**src/rtl/pwm_multi.sv**
```systemverilog
`default_nettype none
// ---------------------------------------------------------------------------
// pwm_multi : multi-channel PWM, one shared edge/center-aligned counter,
//             double-buffered configuration applied at period boundaries.
// Revision  : 1.0
// ---------------------------------------------------------------------------
module pwm_multi #(
   parameter int WIDTH    = 16,
   parameter int CHANNELS = 4
) (
   input  logic                         CLK,
   input  logic                         RST,
   input  logic                         EN,
   input  logic [WIDTH-1:0]             TOP,
   input  logic [CHANNELS*WIDTH-1:0]    DUTY,
   input  logic [CHANNELS-1:0]          POL,
   input  logic                         CENTER,
   input  logic                         UPDATE,
   output logic [CHANNELS-1:0]          PWM_OUT,
   output logic                         PERIOD_START,
   output logic                         PENDING,
   output logic [WIDTH-1:0]             COUNT
);

   localparam logic [WIDTH-1:0] CNT_ONE = {{(WIDTH-1){1'b0}}, 1'b1};

   typedef enum logic {
      DIR_UP   = 1'b0,
      DIR_DOWN = 1'b1
   } dir_t;

   dir_t                        dir;
   dir_t                        dir_next;
   logic [WIDTH-1:0]            cnt;
   logic [WIDTH-1:0]            cnt_next;
   logic                        boundary;
   logic                        transfer;
   logic [CHANNELS-1:0]         raw;

   logic [WIDTH-1:0]            top_a;
   logic [CHANNELS*WIDTH-1:0]   duty_a;
   logic [CHANNELS-1:0]         pol_a;
   logic                        center_a;
   logic [WIDTH-1:0]            top_s;
   logic [CHANNELS*WIDTH-1:0]   duty_s;
   logic [CHANNELS-1:0]         pol_s;
   logic                        center_s;

   // Boundary = the cycle whose successor count is 0 while running.
   always_comb begin
      cnt_next = '0;
      dir_next = DIR_UP;
      boundary = 1'b0;
      if (EN) begin
         if (!center_a || top_a == '0) begin
            if (cnt == top_a) begin
               boundary = 1'b1;
            end else begin
               cnt_next = cnt + CNT_ONE;
            end
         end else if (dir == DIR_UP) begin
            cnt_next = cnt + CNT_ONE;
            if (cnt_next == top_a) begin
               dir_next = DIR_DOWN;
            end
         end else begin
            cnt_next = cnt - CNT_ONE;
            if (cnt == CNT_ONE) begin
               boundary = 1'b1;
            end else begin
               dir_next = DIR_DOWN;
            end
         end
      end
   end

   // With EN low the counter is parked at 0, so a pending set can apply at once.
   assign transfer = PENDING & (~EN | boundary);

   genvar i;
   generate
      for (i = 0; i < CHANNELS; i = i + 1) begin : g_ch
         assign raw[i] = EN & (cnt < duty_a[i*WIDTH +: WIDTH]);
      end
   endgenerate

   always_ff @(posedge CLK) begin
      if (RST) begin
         cnt          <= '0;
         dir          <= DIR_UP;
         top_a        <= '0;
         duty_a       <= '0;
         pol_a        <= '0;
         center_a     <= 1'b0;
         top_s        <= '0;
         duty_s       <= '0;
         pol_s        <= '0;
         center_s     <= 1'b0;
         PENDING      <= 1'b0;
         PWM_OUT      <= '0;
         PERIOD_START <= 1'b0;
      end else begin
         cnt          <= cnt_next;
         dir          <= dir_next;
         PWM_OUT      <= raw ^ pol_a;
         PERIOD_START <= EN & (cnt == '0);
         if (transfer) begin
            top_a    <= top_s;
            duty_a   <= duty_s;
            pol_a    <= pol_s;
            center_a <= center_s;
         end
         if (UPDATE) begin
            top_s    <= TOP;
            duty_s   <= DUTY;
            pol_s    <= POL;
            center_s <= CENTER;
            PENDING  <= 1'b1;
         end else if (transfer) begin
            PENDING  <= 1'b0;
         end
      end
   end

   assign COUNT = cnt;

endmodule
`default_nettype wire

```
**config.mk**
```make
export PLATFORM = sky130hd
export DESIGN_NAME = pwm_multi
export DESIGN_NICKNAME = d
export VERILOG_FILES = /design/src/rtl/pwm_multi.sv
export SDC_FILE = /design/constraint.sdc
export NUM_CORES = 1
export LEC_CHECK = 0
export ABC_AREA = 1
export BUFFER_PORTS_ARGS = -buffer_cell sky130_fd_sc_hd__buf_2
export CAP_MARGIN = 0
export CORE_MARGIN = 5
export CORE_UTILIZATION = 26
export CTS_CLUSTER_DIAMETER = 120
export DETAILED_ROUTE_END_ITERATION = 12
export GPL_ROUTABILITY_DRIVEN = 1
export SLEW_MARGIN = 20
export SYNTH_ARGS = -nofsm -noshare
export SYNTH_HDL_FRONTEND = slang
export SYNTH_SLANG_ARGS = --single-unit
```
**constraint.sdc**
```tcl
create_clock -name CLK -period 2.2 [get_ports CLK]
set_input_delay 0.11 -clock CLK [delete_from_list [all_inputs] [get_ports CLK]]
set_output_delay 0.11 -clock CLK [all_outputs]
set_load 0.03 [all_outputs]
```
==> results of run 1 <==
## sequential cells by signal (all words and copies together) (netlist names)
| name | count |
|---|---|
| top_a | 16 |
| duty_a | 64 |
| PENDING | 1 |
| pol_s | 4 |
| center_a | 1 |
| dir | 1 |
| pol_a | 4 |
| PWM_OUT | 4 |
| center_s | 1 |
| COUNT | 16 |
| PERIOD_START | 1 |
| duty_s | 64 |
| top_s | 16 |
## cell usage after synthesis (all sizes together)
| master | instances | share of area |
|---|---|---|
| a211oi | 4 | 0.0029 |
| a21oi | 217 | 0.12 |
| buf | 37 | 0.028 |
| clkbuf | 46 | 0.017 |
| clkinv | 1 | 0.00036 |
| dfxtp | 193 | 0.37 |
| ha | 64 | 0.077 |
| inv | 214 | 0.077 |
| nand2 | 281 | 0.10 |
| nand3 | 132 | 0.063 |
| nand3b | 7 | 0.0050 |
| nand4 | 9 | 0.0054 |
| nor2 | 158 | 0.057 |
| nor3 | 6 | 0.0029 |
| nor4 | 1 | 0.00060 |
| o2111ai | 1 | 0.00084 |
| o211ai | 1 | 0.00072 |
| o21ai | 101 | 0.048 |
| or2 | 2 | 0.0012 |
| xnor2 | 5 | 0.0042 |
| xor2 | 18 | 0.015 |
## per-stage QoR
step                       util  area (um^2)
after floorplan               -        10500
after CTS                 0.331        13200
after global routing      0.333        13200
after global placement    0.297        11800
final                     0.333        13200
after detailed placement  0.297        11800
## area by class of cell
class,count,area (um^2),share of cell area
multi-input combinational,1007,5330,0.402
timing repair buffer,251,1980,0.149
inverter,215,812,0.0613
clock inverter,13,153,0.0115
tap,525,657,0.0496
sequential,193,3880,0.293
clock buffer,18,439,0.0332
## cell families (layout without fill, tap and decap cells)
group	after synthesis	count (layout)	synth area share
xor+xnor	23	23	0.0193
fa+ha+maj	64	64	0.0766
compound gates	324	324	0.175
buf+inv	298	497	0.122
flops	193	193	0.370
simple gates	596	596	0.237
## worst max-delay path by stage
| stage | endpoint | slack, ps | start | cells past startpoint |
|---|---|---|---|---|
| 5_1_grt | duty_a[36] | 2 | top_a[14] | 13 |
| 3_5_place_dp | duty_a[25] | 110 | COUNT[2] | 14 |
| 6_report | duty_a[48] | 130 | COUNT[11] | 13 |
| 4_1_cts | duty_a[24] | 70 | COUNT[2] | 14 |
| 3_3_place_gp | dir | 150 | COUNT[0] | 11 |
| 2_1_floorplan | duty_a[0] | 110 | COUNT[2] | 16 |
## worst max-delay path: stages (launching register included)
cell	delay (ps)
sky130_fd_sc_hd__dfxtp_1	360
sky130_fd_sc_hd__inv_1	140
sky130_fd_sc_hd__nand2_1	100
sky130_fd_sc_hd__nor2_2	160
sky130_fd_sc_hd__nand4_1	130
sky130_fd_sc_hd__nor2_1	100
sky130_fd_sc_hd__nand2_1	110
sky130_fd_sc_hd__nand2_1	100
sky130_fd_sc_hd__nand2_2	100
sky130_fd_sc_hd__nand2_8	160
sky130_fd_sc_hd__buf_16	230
sky130_fd_sc_hd__nand3_1	110
sky130_fd_sc_hd__nand2_1	80
sky130_fd_sc_hd__nor2_1	40
## power by group through the flow
stage                     Sequential [mW]  Clock [mW]  Combinational, mW
after floorplan                      3.98           0               1.36
after global placement               4.00           0               1.76
after detailed placement             4.01           0               1.79
after CTS                            3.93        3.29               1.91
after global routing                 3.96        3.42               2.20
final                                3.92        3.18               1.93
## layer usage
metal / routed length (um) / GRT usage / part of all wire / vias to the layer above
met3: 1200 / 0.0286 / 0.038 / 38
met1: 15000 / 0.182 / 0.48 / 4534
met2: 14300 / 0.231 / 0.46 / 181
met4: 631 / 0.0434 / 0.020 / 2
li1: - / - / - / 5176
met5: 13 / 0 / 0.00042 / -
## timing repair
item	in CTS	in global routing
hold buffers	79	0
setup endpoints to repair	0	87
hold endpoints to repair	79	0
resized for setup	0	18
==> PnR_summary.wiki, run 1 <==
{| class="wikitable"
! Metric !! Value
|-
| Gate power share || 0.214
|-
| Largest driver fanout on the critical path || 39
|-
| Clock Pin Slew Worst Setup and Hold Paths || 80 ps
|-
| DPL Wire Length || 22800 um
|-
| Post-CTS Setup Bufs || 0
|-
| Synthesized instance count || 1498
|-
| Number of primary I/O pins || about 110
|-
| Startpoint of the lowest-slack hold path || DUTY[19]
|-
| Library cells used by synthesis || 30
|-
| Number of fill cells in the layout || 4296
|-
| Crit path time final || 2070 ps
|-
| Vias in the first global route || 9657
|-
| Path type of the worst setup path || reg -> reg
|-
| Initial Util || 0.263
|-
| Placer congestion estimate || about 0.9
|-
| I/O Buffers || 110
|-
| Leading cell type in the layout, fill and taps excluded || sky130_fd_sc_hd__nand2_1
|-
| Total Power Consumption || between 9 and 10 mW
|-
| Clock tree root buffer cell || sky130_fd_sc_hd__clkbuf_16
|-
| TritonCTS clock tree || done
|-
| Share of layout cells above drive strength 1 || 0.167
|-
| Largest vdd supply drop || just over 0.0004 V
|-
| Required arrival time at the worst endpoint || roughly 2500 ps
|-
| Row count || 73
|-
| Destination of the worst hold path || duty_s[19]
|-
| Avg Inst Size Synth || roughly 7 um^2
|-
| Final critical-path setup slack || 132 ps
|-
| RSZ-0062 raised after global routing || false
|-
| Total global-route track usage || 0.139
|-
| Element type at the critical path start || flop
|-
| P_sw || approximately 2.8 mW
|-
| Post-placement cell count || 2111
|-
| Reg-to-Reg Start || COUNT[11]
|-
| Die extent in x || roughly 210 um
|-
| Bufs on Longest Clock Path || 2
|-
| Area of the die || ~0.044 mm^2
|-
| Relative area change from synthesis to final layout || 26.7%
|-
| Number of max-capacitance violations reported || 0
|-
| Total routed wirelength || around 31000 um
|-
| Power per standard cell area || 682 mW/mm^2
|-
| Switching share of total power || 0.305
|-
| Slack of the worst reg-to-reg path || 130 ps
|-
| Endpoints failing hold || 0
|-
| Wire length of the first global-routing pass || just under 50000 um
|-
| Worst path arrival time || 2410 ps
|-
| Fraction of power consumed by sequential logic || 0.434
|-
| Net count reported at finish || 1838
|-
| Non-filler instance count after layout || 2222
|-
| Post-route worst hold slack || 20.6 ps
|-
| Clk pwr share || 0.352
|-
| Internal Power || 6.28 mW
|-
| Count of state elements after synthesis || around 190
|-
| Number of antenna diodes || 0
|-
| Synth warnings || 0
|-
| Drt first pass iters || 5
|-
| ANT nets after route || 0
|-
| Worst skew pair latency || 460 ps
|-
| Highest-count cells in the layout ignoring fill and taps || sky130_fd_sc_hd__nand2_1 (279), sky130_fd_sc_hd__inv_1 (204), sky130_fd_sc_hd__dfxtp_1 (184)
|-
| Sink count of the clock tree || about 190
|-
| Netlist area before placement || about 0.010 mm^2
|-
| Endpoint of the worst-slack reg-to-reg timing path || duty_a[48]
|-
| Clock skew || 29.7 ps
|-
| Pin count of the biggest net entering global routing || 121
|-
| Slew margin rel. || 0.665
|-
| Overall via count from detail_route || 9931
|-
| Final count of pins violating max slew || 0
|-
| Final critical-path share of the clock period || 0.940
|-
| Grt total ovfl || 0
|-
| CP Capture Type || flop
|-
| Sum of negative setup slack || 0 ps
|-
| Maximum frequency from static timing analysis || 0.483 GHz
|-
| Class of the tightest hold or removal check || in -> reg
|-
| Part of the Yosys area used for sequential elements || 0.370
|-
| Via density || 4.47
|-
| R2R cell count || 13
|-
| Violation count after the first detailed-route iteration || 500
|-
| Worst slack after detailed placement || 110 ps
|-
| Placeable core region || just under 0.04 mm^2
|-
| Remaining DRCs || 0
|-
| Worst hold stages || 3
|-
| Clock buffers created by TritonCTS || 17
|-
| Number of antenna violations at the first check in global routing || 1
|-
| Maximum level of the CTS H-tree || 4
|-
| Transition time at the pin with the least slew margin || approximately 500 ps
|-
| Post-synthesis net count || approximately 1700
|-
| Floorplan die height || 210 um
|-
| Routed len/inst || 14.0 um
|-
| Outcome || finished, final reports clean
|-
| Leakage power figure || 5.98 nW
|-
| Number of setup violations in the final report || 0
|}
Note: power is estimated with default switching activity, not from simulation.
==> run 2: changes to the inputs <==
--- a/config.mk
+++ b/config.mk
@@ -9,10 +9,11 @@
 export BUFFER_PORTS_ARGS = -buffer_cell sky130_fd_sc_hd__buf_2
 export CAP_MARGIN = 0
 export CORE_MARGIN = 5
-export CORE_UTILIZATION = 26
+export CORE_UTILIZATION = 60
 export CTS_CLUSTER_DIAMETER = 120
 export DETAILED_ROUTE_END_ITERATION = 12
 export GPL_ROUTABILITY_DRIVEN = 1
+export PLACE_DENSITY = 0.81
 export SLEW_MARGIN = 20
 export SYNTH_ARGS = -nofsm -noshare
 export SYNTH_HDL_FRONTEND = slang
==> run 2 against run 1 <==
  * Fmax fell by 3.9%
  * Total power shrank 0.81%
  * Sequential power about the same
  * Register-to-register slack got worse by 80 ps
  * Die area is 55% lower
  * Final cell count down 13%
  * Sequential cell count did not move
  * First-iteration DRC count rose by 69%
  * Worst setup slack worse by 84 ps
  * Largest cell class unchanged
  * Highest routed layer is now met4
==> PnR_summary.wiki, run 2 (synthesis gave the netlist of run 1 again) <==
{| class="wikitable"
! Metric !! Value
|-
| Outcome || finished, final reports clean
|-
| Number of setup violations in the final report || 0
|-
| Post-placement cell count || 1813
|-
| Worst skew pair latency || between 400 and 500 ps
|-
| Biggest registers after layout || duty_a x64, duty_s x64
|-
| Grt total ovfl || 0
|-
| Wire length of the first global-routing pass || 47800 um
|-
| Crit path time final || 2150 ps
|-
| Slew margin rel. || 0.648
|-
| Placer congestion estimate || 0.994
|-
| Vias in the first global route || 9682
|-
| Initial Util || 0.608
|-
| Transition time at the pin with the least slew margin || 528 ps
|-
| Worst slack after detailed placement || -8.73 ps
|-
| Number of primary I/O pins || 111
|-
| Drt first pass iters || 8
|-
| Largest vdd supply drop || ~0.00056 V
|-
| I/O Buffers || 110
|-
| Area of the die || 0.0202 mm^2
|-
| Remaining DRCs || 0
|-
| CP Capture Type || flop
|-
| Clock buffers created by TritonCTS || 17
|-
| Power per standard cell area || 688 mW/mm^2
|-
| DPL Wire Length || 19900 um
|-
| Leading cell type in the layout, fill and taps excluded || sky130_fd_sc_hd__nand2_1
|-
| Share of layout cells above drive strength 1 || 0.171
|-
| Maximum frequency from static timing analysis || 0.465 GHz
|-
| Final count of pins violating max slew || 0
|-
| Clock skew || 16.7 ps
|-
| Relative area change from synthesis to final layout || 24.7%
|-
| Row count || 48
|-
| Net count reported at finish || 1852
|-
| Placeable core region || 0.0172 mm^2
|-
| Post-route worst hold slack || 11.3 ps
|-
| Total routed wirelength || 30900 um
|-
| Total Power Consumption || about 9.0 mW
|-
| Die extent in x || around 140 um
|-
| Crit path from || COUNT[4]
|-
| Worst path arrival time || 2520 ps
|-
| Bufs on Longest Clock Path || 2
|-
| Violation count after the first detailed-route iteration || 846
|-
| Clock tree root buffer cell || sky130_fd_sc_hd__clkbuf_16
|-
| Number of max-capacitance violations reported || 0
|-
| Final critical-path setup slack || roughly 47 ps
|-
| Startpoint of the lowest-slack hold path || DUTY[62]
|-
| Element type at the critical path start || flop
|-
| Number of antenna violations at the first check in global routing || 0
|-
| Largest driver fanout on the critical path || 18
|-
| Endpoints failing hold || 0
|-
| Path type of the worst setup path || reg -> reg
|-
| Highest-count cells in the layout ignoring fill and taps || sky130_fd_sc_hd__nand2_1 (277), sky130_fd_sc_hd__inv_1 (204), sky130_fd_sc_hd__dfxtp_1 (187)
|-
| Pin count of the biggest net entering global routing || 133
|-
| Class of the tightest hold or removal check || in -> reg
|-
| Sink count of the clock tree || 193
|-
| Number of fill cells in the layout || 1244
|-
| Number of antenna diodes || 0
|-
| Total global-route track usage || 0.296
|-
| TritonCTS clock tree || done
|-
| RSZ-0062 raised after global routing || true
|-
| Overall via count from detail_route || roughly 11000
|-
| ANT nets after route || 0
|-
| Reg-to-Reg Start || COUNT[4]
|-
| Final std cell area, no fill || 0.0130 mm^2
|-
| Leakage power figure || 6.07 nW
|-
| Routed len/inst || roughly 16 um
|-
| Via density || around 5.4
|-
| Layout Utilization || 0.759
|-
| Maximum level of the CTS H-tree || 4
|-
| Floorplan die height || roughly 140 um
|-
| Final critical-path share of the clock period || 0.979
|-
| Sum of negative setup slack || 0 ps
|-
| Clock Pin Slew Worst Setup and Hold Paths || around 80 ps
|-
| Area post-placement || 0.0114 mm^2
|-
| Non-filler instance count after layout || 1937
|-
| Required arrival time at the worst endpoint || 2560 ps
|}
[run 2: changes by cell type in the layout (fill, tap and decap cells not counted), moves of 2 or more]
cell	before	now
sky130_fd_sc_hd__buf_4	48	54
sky130_fd_sc_hd__buf_6	3	0
sky130_fd_sc_hd__clkinv_2	1	6
sky130_fd_sc_hd__clkbuf_16	18	22
sky130_fd_sc_hd__bufinv_16	2	0
sky130_fd_sc_hd__buf_16	2	4
sky130_fd_sc_hd__nand2_2	1	3
sky130_fd_sc_hd__clkinv_4	2	0
sky130_fd_sc_hd__nor2_2	6	3
sky130_fd_sc_hd__nor2_1	152	154
sky130_fd_sc_hd__dfxtp_2	7	5
sky130_fd_sc_hd__dfxtp_1	184	187
sky130_fd_sc_hd__dlygate4sd3_1	79	83
sky130_fd_sc_hd__nand2_1	279	277
[run 2: path summary, 6_finish.rpt]
path                      to  slack, ps  cells after the start
setup / recovery  duty_a[10]         50                     14
setup reg to reg  duty_a[10]         50                     14
hold / removal    duty_s[62]         10                      3
hold reg to reg     top_s[0]        460                      2
[run 2: final cells by class]
| class | instances | area (um^2) | area share |
|---|---|---|---|
| Multi-Input combinational cell | 1007 | 5350 | 0.410 |
| Sequential cell | 193 | 3870 | 0.297 |
| Inverter | 215 | 812 | 0.0623 |
| Tap cell | 225 | 282 | 0.0216 |
| Timing Repair Buffer | 265 | 2190 | 0.168 |
| Clock buffer | 18 | 429 | 0.0329 |
| Clock inverter | 14 | 101 | 0.00777 |
[run 2: power breakdown]
group	switching, mW	total (mW)	internal (mW)	leakage (nW)
sequential	0.163	3.93	3.77	1.59
clock	1.44	2.91	1.46	0.269
combinational	1.22	2.13	0.912	4.21
total	2.82	8.97	6.14	6.07
[run 2: what timing repair did]
| action | CTS | global route |
|---|---|---|
| hold endpoints to repair | 83 | 0 |
| hold buffers | 83 | 0 |
| pin swaps | 0 | 1 |
| cloned | 0 | 5 |
| buffers inserted | 0 | 4 |
| resized for setup | 1 | 17 |
| setup endpoints to repair | 1 | 60 |
[run 2: worst max-delay path: stages (launching register included)]
cell and delay, ps:
sky130_fd_sc_hd__dfxtp_1 360, sky130_fd_sc_hd__buf_4 190, sky130_fd_sc_hd__nand2_1 70, sky130_fd_sc_hd__nand2_1 50, sky130_fd_sc_hd__nor2_1 150, sky130_fd_sc_hd__nand2_1 100
sky130_fd_sc_hd__nor2_1 150, sky130_fd_sc_hd__nand2_1 110, sky130_fd_sc_hd__nand2_1 80, sky130_fd_sc_hd__nand2_2 100, sky130_fd_sc_hd__nand2_8 100, sky130_fd_sc_hd__buf_12 170
sky130_fd_sc_hd__clkbuf_16 200, sky130_fd_sc_hd__a21oi_1 80, sky130_fd_sc_hd__nor2_1 160
[run 2: routing by layer]
layer | vias to the layer above | wire (um) | track usage | share of wire
met5 | - | 0 | 0 | 0
met4 | 0 | 1010 | 0.117 | 0.033
met3 | 83 | 2150 | 0.0477 | 0.069
met2 | 434 | 14900 | 0.508 | 0.48
met1 | 4785 | 12900 | 0.374 | 0.42
li1 | 5218 | - | - | -
==> run 3: changes to the inputs <==
--- a/config.mk
+++ b/config.mk
@@ -8,12 +8,14 @@
 export ABC_AREA = 1
 export BUFFER_PORTS_ARGS = -buffer_cell sky130_fd_sc_hd__buf_2
 export CAP_MARGIN = 0
+export CELL_PAD_IN_SITES_DETAIL_PLACEMENT = 0
+export CELL_PAD_IN_SITES_GLOBAL_PLACEMENT = 1
 export CORE_MARGIN = 5
-export CORE_UTILIZATION = 60
+export CORE_UTILIZATION = 43
 export CTS_CLUSTER_DIAMETER = 120
 export DETAILED_ROUTE_END_ITERATION = 12
 export GPL_ROUTABILITY_DRIVEN = 1
-export PLACE_DENSITY = 0.81
+export PLACE_DENSITY_LB_ADDON = 0.1
 export SLEW_MARGIN = 20
 export SYNTH_ARGS = -nofsm -noshare
 export SYNTH_HDL_FRONTEND = slang
==> run 3 against run 2 <==
  * Sequential share of layout area fell by 0.13 points
  * Worst hold slack got worse by 1.1 ps
  * Sequential power barely moved
  * Count of clock-buffer cells in the layout did not move
  * Non-clock buffer count fell by 6
  * Global-route usage fell by 9.4 points
  * Largest cell class unchanged
  * Total power rose by 0.94%
  * Critical path type unchanged
==> PnR_summary.wiki, run 3 (synthesis gave the netlist of run 1 again) <==
{| class="wikitable"
! Metric !! Value
|-
| Worst skew pair latency || 440 ps
|-
| Number of primary I/O pins || about 110
|-
| Leakage power figure || 6.05 nW
|-
| Routed len/inst || 14.1 um
|-
| Footprint of the flip-flops and latches || 0.00388 mm^2
|-
| Outcome || finished, final reports clean
|-
| RSZ-0062 raised after global routing || false
|-
| Number of max-capacitance violations reported || 0
|-
| Total global-route track usage || 0.202
|-
| Sum of negative setup slack || 0 ps
|-
| Number of antenna diodes || 0
|-
| Clock tree root buffer cell || sky130_fd_sc_hd__clkbuf_16
|-
| Relative area change from synthesis to final layout || 25.4%
|-
| Number of setup violations in the final report || 0
|-
| I/O Buffers || 110
|-
| Element type at the critical path start || flop
|-
| Vias in the first global route || 9125
|-
| Worst path arrival time || 2340 ps
|-
| Violation count after the first detailed-route iteration || 443
|-
| Area post-placement || 0.0116 mm^2
|-
| Row count || 57
|-
| Class of the tightest hold or removal check || in -> reg
|-
| Initial Util || 0.434
|-
| Clock skew || 10.9 ps
|-
| Crit path from || COUNT[10]
|-
| Endpoints failing hold || 0
|-
| Final count of pins violating max slew || 0
|-
| Leading cell type in the layout, fill and taps excluded || sky130_fd_sc_hd__nand2_1
|-
| Sink count of the clock tree || ~190
|-
| Post-route worst hold slack || approximately 10 ps
|-
| DPL Wire Length || 20200 um
|-
| TritonCTS clock tree || done
|-
| Largest vdd supply drop || 0.000477 V
|-
| Placeable core region || 0.0241 mm^2
|-
| Number of antenna violations at the first check in global routing || 0
|-
| Pin count of the biggest net entering global routing || 113
|-
| Share of layout cells above drive strength 1 || 0.172
|-
| Clock Pin Slew Worst Setup and Hold Paths || ~80 ps
|-
| Highest-count cells in the layout ignoring fill and taps || sky130_fd_sc_hd__nand2_1 (278), sky130_fd_sc_hd__inv_1 (203), sky130_fd_sc_hd__dfxtp_1 (184)
|-
| Total Power Consumption || 9.05 mW
|-
| Maximum level of the CTS H-tree || 4
|-
| Power per standard cell area || 691 mW/mm^2
|-
| Clock buffers created by TritonCTS || 17
|-
| Grt total ovfl || 0
|-
| Number of fill cells in the layout || 2529
|-
| Slew margin rel. || 0.601
|-
| ANT nets after route || 0
|-
| Final critical-path share of the clock period || 0.916
|-
| Maximum frequency from static timing analysis || 0.496 GHz
|-
| Die extent in x || 166 um
|-
| Via density || roughly 4.8
|-
| Remaining DRCs || 0
|-
| Required arrival time at the worst endpoint || 2520 ps
|-
| Final std cell area, no fill || about 0.013 mm^2
|-
| Net count reported at finish || 1846
|-
| Crit path time final || 2020 ps
|-
| Floorplan die height || 166 um
|-
| Bufs on Longest Clock Path || 2
|-
| Path type of the worst setup path || reg -> reg
|-
| Wire length of the first global-routing pass || 46200 um
|-
| Transition time at the pin with the least slew margin || 598 ps
|-
| Reg-to-Reg Start || COUNT[10]
|-
| Total routed wirelength || about 29000 um
|-
| Drt first pass iters || 5
|-
| Placer congestion estimate || slightly below 0.9
|-
| Non-filler instance count after layout || 2029
|-
| Startpoint of the lowest-slack hold path || TOP[12]
|-
| Overall via count from detail_route || 9723
|-
| Post-placement cell count || 1912
|-
| Largest driver fanout on the critical path || 27
|-
| Biggest registers after layout || duty_a x64, duty_s x64
|-
| Combined area of the multi-input logic cells || 0.00534 mm^2
|-
| CP Capture Type || flop
|-
| Area of the die || 0.0275 mm^2
|}
[run 3: worst paths after layout]
| kind | cells after the start | end | slack (ps) |
|---|---|---|---|
| max | 15 | duty_a[60] | 180 |
| min | 3 | top_s[12] | 10 |
| max reg2reg | 15 | duty_a[60] | 180 |
| min reg2reg | 2 | duty_s[22] | 460 |
[run 3: what timing repair did]
action	in CTS	in global routing
setup buffers	0	5
endpoints found under the hold margin	79	0
resized for setup	0	21
hold buffers	79	0
setup endpoints to repair	0	82
[run 3: area by class of cell]
| class | instances | area share |
|---|---|---|
| multi-input cells | 1007 | 0.407 |
| flip-flops and latches | 193 | 0.296 |
| repair buffers | 259 | 0.159 |
| inverters | 215 | 0.0620 |
| clock buffers | 18 | 0.0335 |
| well taps | 324 | 0.0309 |
| clock inverters | 13 | 0.0114 |
[run 3: worst max-delay path, cell delays in order, from the launching register on]
cell and delay, ps:
sky130_fd_sc_hd__dfxtp_1 470, sky130_fd_sc_hd__inv_2 90, sky130_fd_sc_hd__nand2_1 70, sky130_fd_sc_hd__nand2_1 80, sky130_fd_sc_hd__nor2_1 110, sky130_fd_sc_hd__nand2_1 70
sky130_fd_sc_hd__nor2_2 110, sky130_fd_sc_hd__nand2_1 110, sky130_fd_sc_hd__nand2_2 90, sky130_fd_sc_hd__nand2_4 70, sky130_fd_sc_hd__nand2_8 90, sky130_fd_sc_hd__buf_4 120
sky130_fd_sc_hd__buf_12 170, sky130_fd_sc_hd__nand3_1 90, sky130_fd_sc_hd__nand2_1 90, sky130_fd_sc_hd__nor2_1 60
[run 3: through the flow]
step	worst slack [ps]	utilization
floorplan	112	-
global placement	136	0.480
detailed placement	75.4	0.480
CTS	56.7	0.537
global route	0.122	0.544
finish	184	0.544
[run 3: layer usage]
metal | routed length, um | vias to the layer above | GRT usage
met5 | 0 | - | 0
met1 | 13300 | 4335 | 0.262
met4 | 594 | 0 | 0.0567
li1 | - | 5201 | -
met2 | 13700 | 150 | 0.350
met3 | 946 | 37 | 0.0328
[run 3: where the power goes]
group	switching, mW	internal [mW]	leakage (nW)
sequential	0.162	3.76	1.60
combinational	1.13	0.860	4.17
clock	1.50	1.64	0.286
